<file path="config.mk">
export PLATFORM = sky130hd
export DESIGN_NAME = vga_sync_gen
export DESIGN_NICKNAME = d
export VERILOG_FILES = /design/src/rtl/vga_timing_pkg.sv /design/src/rtl/vga_pix_div.sv /design/src/rtl/vga_sync_gen.sv
export SDC_FILE = /design/constraint.sdc
export NUM_CORES = 1
export LEC_CHECK = 0
export ABC_AREA = 1
export CAP_MARGIN = 20
export CORE_MARGIN = 3
export CORE_UTILIZATION = 47
export CTS_BUF_LIST = sky130_fd_sc_hd__clkbuf_16
export CTS_CLUSTER_DIAMETER = 150
export DETAILED_ROUTE_END_ITERATION = 7
export GPL_ROUTABILITY_DRIVEN = 0
export GPL_TIMING_DRIVEN = 0
export HOLD_SLACK_MARGIN = 0.05
export PLACE_DENSITY = 0.82
export SETUP_SLACK_MARGIN = 0.3
export SLEW_MARGIN = 20
export SYNTH_ARGS = -nofsm -noshare
export SYNTH_HDL_FRONTEND = slang
export SYNTH_SLANG_ARGS = --single-unit
</file>
<file path="constraint.sdc">
create_clock -name clk -period 1.8 [get_ports clk]
set_clock_uncertainty 0.15 [all_clocks]
set_input_delay 0.36 -clock clk [delete_from_list [all_inputs] [get_ports clk]]
set_output_delay 0.36 -clock clk [all_outputs]
set_load 0.1 [all_outputs]
</file>
<file path="src/rtl/vga_timing_pkg.sv">
// vga_timing_pkg
//   Shared constants for the 640x480 @ 60 Hz VGA sync generator and the colour
//   stage that sits between its address outputs and its colour input.
//   Contents:
//     - default timing constants (pixels / lines) and their line/frame totals
//     - blank address codes driven outside the visible area
//     - game-state encodings shared by the colour stage and the game FSM
//     - in_window(): inclusive range test used for the sync pulses
package vga_timing_pkg;

    localparam int CLK_DIV_DEF   = 4;
    localparam int H_VISIBLE_DEF = 640;
    localparam int H_FRONT_DEF   = 16;
    localparam int H_SYNC_DEF    = 96;
    localparam int H_BACK_DEF    = 48;
    localparam int V_VISIBLE_DEF = 480;
    localparam int V_FRONT_DEF   = 10;
    localparam int V_SYNC_DEF    = 2;
    localparam int V_BACK_DEF    = 33;

    localparam int H_TOTAL_DEF = H_VISIBLE_DEF + H_FRONT_DEF + H_SYNC_DEF + H_BACK_DEF;
    localparam int V_TOTAL_DEF = V_VISIBLE_DEF + V_FRONT_DEF + V_SYNC_DEF + V_BACK_DEF;

    // Out-of-range on purpose: the colour stage range check turns these into black.
    localparam logic [9:0] ADDRH_BLANK = 10'h3FF;
    localparam logic [8:0] ADDRV_BLANK = 9'h1FF;

    typedef enum logic [1:0] {
        IDLE = 2'd0,
        PLAY = 2'd1,
        WIN  = 2'd2,
        FAIL = 2'd3
    } game_state_t;

    function automatic logic in_window(input logic [9:0] cnt, input int lo, input int hi);
        return (cnt >= 10'(lo)) && (cnt <= 10'(hi));
    endfunction

endpackage

</file>
<file path="src/rtl/vga_pix_div.sv">
// vga_pix_div
//   Divides the system clock down to the pixel rate.
//   Ports:
//     clk       system clock
//     reset     asynchronous, active-high
//     pix_tick  registered one-clk pulse, high while the divider sits at CLK_DIV-1
//     pix_pre   combinational, high the clk before pix_tick (lets the top
//               produce other pulses coincident with pix_tick)
//   CLK_DIV must be >= 2.
module vga_pix_div #(
    parameter int CLK_DIV = 4
) (
    input  logic clk,
    input  logic reset,
    output logic pix_tick,
    output logic pix_pre
);

    localparam int DW = (CLK_DIV > 2) ? $clog2(CLK_DIV) : 1;

    logic [DW-1:0] div;

    assign pix_pre = (div == DW'(CLK_DIV - 2));

    always_ff @(posedge clk or posedge reset) begin
        if (reset) begin
            div      <= '0;
            pix_tick <= 1'b0;
        end else begin
            div      <= (div == DW'(CLK_DIV - 1)) ? '0 : div + 1'b1;
            pix_tick <= pix_pre;
        end
    end

endmodule

</file>
<file path="src/rtl/vga_sync_gen.sv">
// vga_sync_gen
//   640x480 @ 60 Hz VGA timing generator wrapped around an external colour stage.
//   Ports:
//     clk         system clock (100 MHz)
//     reset       asynchronous, active-high
//     COLOUR_IN   {R,G,B} nibbles returned by the colour stage for ADDRH/ADDRV
//     ADDRH       visible column, ADDRH_BLANK in horizontal blanking
//     ADDRV       visible row, ADDRV_BLANK in vertical blanking
//     DISP_EN     high while ADDRH/ADDRV address a visible pixel
//     PIX_TICK    one-clk pulse per pixel period
//     FRAME_TICK  one-clk pulse per frame, coincident with the last PIX_TICK of it
//     HS, VS      sync pins, aligned with RGB
//     VGA_R/G/B   registered colour pins, black outside the visible area
//   Pipeline: on each PIX_TICK the counter value is presented as an address and
//   the counters step. The colour stage answers within one clk; its result is
//   sampled on the next PIX_TICK, together with the sync/enable bits computed
//   for the same pixel, so RGB/HS/VS trail the address by one pixel.
module vga_sync_gen
    import vga_timing_pkg::*;
#(
    parameter int CLK_DIV     = CLK_DIV_DEF,
    parameter int H_VISIBLE   = H_VISIBLE_DEF,
    parameter int H_FRONT     = H_FRONT_DEF,
    parameter int H_SYNC      = H_SYNC_DEF,
    parameter int H_BACK      = H_BACK_DEF,
    parameter int V_VISIBLE   = V_VISIBLE_DEF,
    parameter int V_FRONT     = V_FRONT_DEF,
    parameter int V_SYNC      = V_SYNC_DEF,
    parameter int V_BACK      = V_BACK_DEF,
    parameter bit SYNC_ACTIVE = 1'b0
) (
    input  logic        clk,
    input  logic        reset,
    input  logic [11:0] COLOUR_IN,
    output logic [9:0]  ADDRH,
    output logic [8:0]  ADDRV,
    output logic        DISP_EN,
    output logic        PIX_TICK,
    output logic        FRAME_TICK,
    output logic        HS,
    output logic        VS,
    output logic [3:0]  VGA_R,
    output logic [3:0]  VGA_G,
    output logic [3:0]  VGA_B
);

    localparam int H_TOTAL  = H_VISIBLE + H_FRONT + H_SYNC + H_BACK;
    localparam int V_TOTAL  = V_VISIBLE + V_FRONT + V_SYNC + V_BACK;
    localparam int HS_START = H_VISIBLE + H_FRONT;
    localparam int HS_END   = HS_START + H_SYNC - 1;
    localparam int VS_START = V_VISIBLE + V_FRONT;
    localparam int VS_END   = VS_START + V_SYNC - 1;

    logic       pix_tick;
    logic       pix_pre;
    logic [9:0] h_cnt;
    logic [9:0] v_cnt;
    logic       h_last;
    logic       v_last;
    logic       h_vis;
    logic       v_vis;
    logic       hs_on;
    logic       vs_on;
    logic       hs_s1;
    logic       vs_s1;

    vga_pix_div #(
        .CLK_DIV (CLK_DIV)
    ) u_pix_div (
        .clk      (clk),
        .reset    (reset),
        .pix_tick (pix_tick),
        .pix_pre  (pix_pre)
    );

    assign PIX_TICK = pix_tick;

    assign h_last = (h_cnt == 10'(H_TOTAL - 1));
    assign v_last = (v_cnt == 10'(V_TOTAL - 1));
    assign h_vis  = (h_cnt < 10'(H_VISIBLE));
    assign v_vis  = (v_cnt < 10'(V_VISIBLE));
    assign hs_on  = in_window(h_cnt, HS_START, HS_END);
    assign vs_on  = in_window(v_cnt, VS_START, VS_END);

    always_ff @(posedge clk or posedge reset) begin
        if (reset) begin
            h_cnt      <= '0;
            v_cnt      <= '0;
            ADDRH      <= '0;
            ADDRV      <= '0;
            DISP_EN    <= 1'b0;
            FRAME_TICK <= 1'b0;
            hs_s1      <= ~SYNC_ACTIVE;
            vs_s1      <= ~SYNC_ACTIVE;
            HS         <= ~SYNC_ACTIVE;
            VS         <= ~SYNC_ACTIVE;
            VGA_R      <= '0;
            VGA_G      <= '0;
            VGA_B      <= '0;
        end else begin
            // Counters only change on pix_tick edges, so checking them during
            // the pix_pre clk makes FRAME_TICK land on the same clk as PIX_TICK.
            FRAME_TICK <= pix_pre && h_last && v_last;

            if (pix_tick) begin
                h_cnt <= h_last ? '0 : h_cnt + 10'd1;
                if (h_last) begin
                    v_cnt <= v_last ? '0 : v_cnt + 10'd1;
                end

                // Stage 1: address and per-pixel attributes for h_cnt/v_cnt.
                ADDRH   <= h_vis ? h_cnt : ADDRH_BLANK;
                ADDRV   <= v_vis ? v_cnt[8:0] : ADDRV_BLANK;
                DISP_EN <= h_vis && v_vis;
                hs_s1   <= hs_on ? SYNC_ACTIVE : ~SYNC_ACTIVE;
                vs_s1   <= vs_on ? SYNC_ACTIVE : ~SYNC_ACTIVE;

                // Stage 2: colour for the pixel addressed one period ago. DISP_EN
                // still holds that pixel's enable here, so it doubles as the
                // aligned blanking mask.
                HS <= hs_s1;
                VS <= vs_s1;
                {VGA_R, VGA_G, VGA_B} <= DISP_EN ? COLOUR_IN : 12'h000;
            end
        end
    end

endmodule

</file>
After elaboration in Yosys (flattened, before gate mapping)
Cells that the tools add are included.

storage, ports and cells
  flip-flop bits (word level) = 60
  input bits = 14
  output and inout bits = 36
  logic and storage cells = 42

cells by class
  $add $sub $neg = 3
  $lt $le $gt $ge = 6
  eq/ne operators = 4
  mux-type cells = 8
  reductions and logical operators = 6

operators by type and width
  kind                   number
  $mux 10                3
  $add 10x1->10 const B  2
  $eq 10x10->1 const B   2
  $mux 12                1
  $ge 10x10->1 const B   1
  $ge 10x9->1 const B    1
  $le 10x10->1 const B   1
  $le 10x9->1 const B    1
  $lt 10x10->1 const B   1
  $lt 10x9->1 const B    1
  $mux 9                 1
  $logic_and 1x1->1      5
  $eq 2x2->1 const B     2
  $add 2x1->2 const B    1
  $mux 1                 2
  $mux 2                 1
  $reduce_and 2->1       1

Longest topological paths before layout
Gate-level depths: netlist (run 1).

  word-level depth = 3
  depth in mapped cells = 9
  depth with buffers taken out = 9

By module
A second synthesis (run 1) with hierarchy kept.

second synthesis, totals
  cell total of the unflattened synthesis = 324
  area, all modules = 2771.4 um^2

modules (own cells, without submodules)
  module        times used  cells each  area each (um^2)  seq. area each (um^2)
  vga_sync_gen  1           315         2656.3            1431.4
  vga_pix_div   1           9           115.1             75.1

Worst setup path before layout (run 1)
No wires, ideal clock.

  kind = reg2reg
  start = register u_pix_div.pix_tick
  end = register h_cnt[8]
  setup time = 117 ps
  arrival time = 1650 ps
  required time = 1533 ps
  setup slack = -117 ps
  stages on the path, launching flop included = 7
  buffers on the path = 1
  clock period less this slack = 1917 ps
  cell sequence = dfrtp_1 buf_2 nand2_1 nor2_1 nand2_1 nor2_1 nor2_1

RTL lines
  element                 RTL line             text
  start, declared         vga_pix_div.sv:15    output logic pix_tick,
  start signal, assigned  vga_pix_div.sv:31    pix_tick <= pix_pre;
  end signal, assigned    vga_sync_gen.sv:106  h_cnt <= h_last ? '0 : h_cnt + 10'd1;
  end, declared           vga_sync_gen.sv:56   logic [9:0] h_cnt;

Worst setup path after layout (run 1)
  start = register h_cnt[1]
  end = register h_cnt[5]

on the way
  word-level cells in the longest chain between the ends = 2
  elaborated cells on any way between the ends = 3
  those cells by class = add/sub (1); eq/ne (1); mux (1)

ends and longest elaborated chain
  element                                               RTL line
  $add 10x1->10 / $eq 10x10->1 (equally long branches)  vga_sync_gen.sv:106, vga_sync_gen.sv:78
  $mux 10 (*)                                           vga_sync_gen.sv:106

Mark *: on every way between the ends. The rest lies on a longest branch, timed or not.
A chain may end at the register's enable or synchronous reset.

==> impl_metrics.json, run 1 <==
{
  "rr_worst_depth": 7,
  "fin_ws_ps": 157,
  "die_w_um": 82.5,
  "fin_crit_sh_pct": 91.3,
  "min_from": "u_pix_div.div[0]$_DFF_PP0_",
  "htree_levels": 3,
  "root_buffer": "clkbuf_16",
  "holdPathStages": 1,
  "cts_tree": "yes",
  "fin_cells": 474,
  "die_h_um": 82.5,
  "drt_pass1_iterations": 5,
  "cts_max_path_buffers": 2,
  "antenna_found_initial": 0,
  "grt_overflow": 0,
  "finalHoldViolCount": 0,
  "layout-drive-gt1-share_pct": 27.9,
  "worst-setup-path-type": "flip-flop to flip-flop",
  "cts.sinks": 60,
  "first_global_vias": 2417,
  "synthTopCellsByArea": "dfrtp_1 (51%), nand2_1 (11%), nand3_1 (6.0%)",
  "status": "finished clean",
  "slew_headroom_pct": 56.0,
  "layout_common_cells": "nand2_1 (77), dfrtp_1 (54), inv_1 (31), nor2_1 (31), nand3_1 (29)",
  "syn_nets": 346,
  "cp_max_fo": 5,
  "synthFlopType": "dfrtp_1",
  "post-route-util_pct": 68.4,
  "pre_cts_ws_ps": -355,
  "irDropWorstVdd_mv": 0.527,
  "ys_types": 29,
  "start_util_pct": 49.4,
  "placed_cells": 448,
  "max_freq_ghz": 0.608,
  "finalCriticalPeriod_ps": 1640,
  "syn_to_final_growth_pct": 38.4,
  "min_to": "u_pix_div.div[0]$_DFF_PP0_",
  "p_leak_nw": 1.87,
  "post-route-drc-count": 0,
  "post_drt_wl_per_cell_um": 14.4,
  "dieArea_um2": 6810,
  "num_rows": 27,
  "syn_inst": 326,
  "cp.required_ps": 1860,
  "avgSynthCellArea_um2": 8.45,
  "hold_path.class": "flip-flop to flip-flop",
  "numCtsBuffers": 9,
  "worst_r2r_endpoint": "h_cnt[5]$_DFFE_PP0P_",
  "synth_edf_count": 0,
  "cellPowerDensity_nw_per_um2": 794,
  "crit_path_start_kind": "flip-flop",
  "layout_commonest_cell": "nand2_1",
  "clk_latency_ps": 320,
  "clkTransAtPathRegs_ps": 50,
  "synth_top_cell_area_share_pct": 50.9,
  "dp_hpwl_um": 4540,
  "finalMaxSlewViolations": 0,
  "nets": 417,
  "ys_seq_elements": 60,
  "wl_um": 6810,
  "worst_pin_slew_ps": 658,
  "grt_max_degree": 32,
  "arrival_ps": 1700,
  "stdcell_area_um2": 3810,
  "reg2reg_from": "h_cnt[1]$_DFFE_PP0P_",
  "synth_top_cell_by_area": "dfrtp_1",
  "core_um2": 5570,
  "setup_viol": 0,
  "ios": 50,
  "drtIter0Drc": 150,
  "maxCapViolCount": 0,
  "portBuffers": 49,
  "yosysWarnings": 0,
  "synth_area_um2": 2750,
  "num_vias": 2513,
  "dpl_cell_area_um2": 3370,
  "end_kind": "flip-flop",
  "track_usage_pct": 21.9,
  "ant_nets": 0,
  "cts_hold_repair.buffers": 0,
  "rsz0062_at_grt": "true",
  "n_antenna_cell": 0,
  "regToRegSetupSlack_ps": 160,
  "async_flop_share_pct": 100,
  "grt_pass1_wl_um": 11000,
  "vias_per_cell": 5.30,
  "ys_seq_area_share_pct": 54.7
}
## cells by family after synthesis
logic type      share of synthesized area (%)
simple gates                             27.3
flops                                    54.7
buf+inv                                  6.77
compound gates                           7.22
fa+ha+maj                                2.73
xor+xnor                                 1.27
## critical path, stage by stage (launching register included)
cell and delay, ps:
dfrtp_1 370, ha_2 190, nand2_2 60, nor2_4 190
buf_4 140, nand4_1 180, o21ai_1 190, a21oi_1 60
## cell usage after synthesis, types with 5 or more instances
library cell   n
nand2_1       81
dfrtp_1       56
nor2_1        37
nand3_1       33
inv_1         32
o21ai_0       14
a21oi_1       11
ha_1           6
o21ai_1        6
nor3_1         5
## sequential cells by signal (all words and copies together) (netlist names)
register	flops
ADDRH	10
h_cnt	10
v_cnt	10
ADDRV	9
VGA_B	4
VGA_G	4
VGA_R	4
u_pix_div.div	2
DISP_EN	1
FRAME_TICK	1
HS	1
VS	1
hs_s1	1
u_pix_div.pix_tick	1
vs_s1	1
## cell type report
cell class,instances,area [um2]
fillers,426,1760
flip-flops and latches,60,1510
multi-input cells,220,1150
repair buffers,60,601
clock buffers,9,225
inverters,37,146
well taps,72,90.1
plain buffers,9,55.1
clock inverters,7,28.8
## per-stage QoR
stage	setup TNS, ps	hold WS, ps	power, mW
5_1_grt	0	333	3.13
3_3_place_gp	-12890	288	1.59
6_report	0	308	3.03
3_5_place_dp	-6760	304	1.60
4_1_cts	0	310	3.05
2_1_floorplan	0	278	1.53
## report_power, final
group / switching, mW / internal, mW / total [mW]
Clock: 0.553 / 0.898 / 1.45
Combinational: 0.147 / 0.0549 / 0.201
Sequential: 0.00783 / 1.37 / 1.37
## timing repair
item                                    in CTS  in global routing
setup buffers                                6                  3
resized for setup                          241                 41
gates cloned                                 1                  0
pin swaps                                    4                 12
endpoints found under the setup margin      49                 55
## how the worst max path moves through the flow
stage	slack [ps]	startpoint	cells after the start	to
after floorplan	300	u_pix_div.pix_tick$_DFF_PP0_	6	h_cnt[7]$_DFFE_PP0P_
after global placement	-350	HS$_DFFE_PP1P_	1	HS
after detailed placement	-350	HS$_DFFE_PP1P_	1	HS
after CTS	200	HS$_DFFE_PP1P_	1	HS
after global routing	60	h_cnt[1]$_DFFE_PP0P_	8	v_cnt[5]$_DFFE_PP0P_
final	160	h_cnt[1]$_DFFE_PP0P_	7	h_cnt[5]$_DFFE_PP0P_
## routing by layer
| metal | GRT usage [%] | up-vias | wire (um) |
|---|---|---|---|
| li1 | - | 1191 | - |
| met1 | 27.1 | 1192 | 2860 |
| met2 | 34.6 | 108 | 3100 |
| met3 | 4.34 | 22 | 565 |
| met4 | 15.0 | 0 | 279 |
| met5 | 0 | - | 0 |
Power figures use the tool's default switching activity.
==> run 2: changes to the inputs <==
--- a/config.mk
+++ b/config.mk
@@ -17,6 +17,7 @@
 export HOLD_SLACK_MARGIN = 0.05
 export PLACE_DENSITY = 0.82
 export SETUP_SLACK_MARGIN = 0.3
+export SKIP_LAST_GASP = 1
 export SLEW_MARGIN = 20
 export SYNTH_ARGS = -nofsm -noshare
 export SYNTH_HDL_FRONTEND = slang
==> results of run 2 <==
Same layout as run 1: the final DEF is identical, and so are final timing and power.
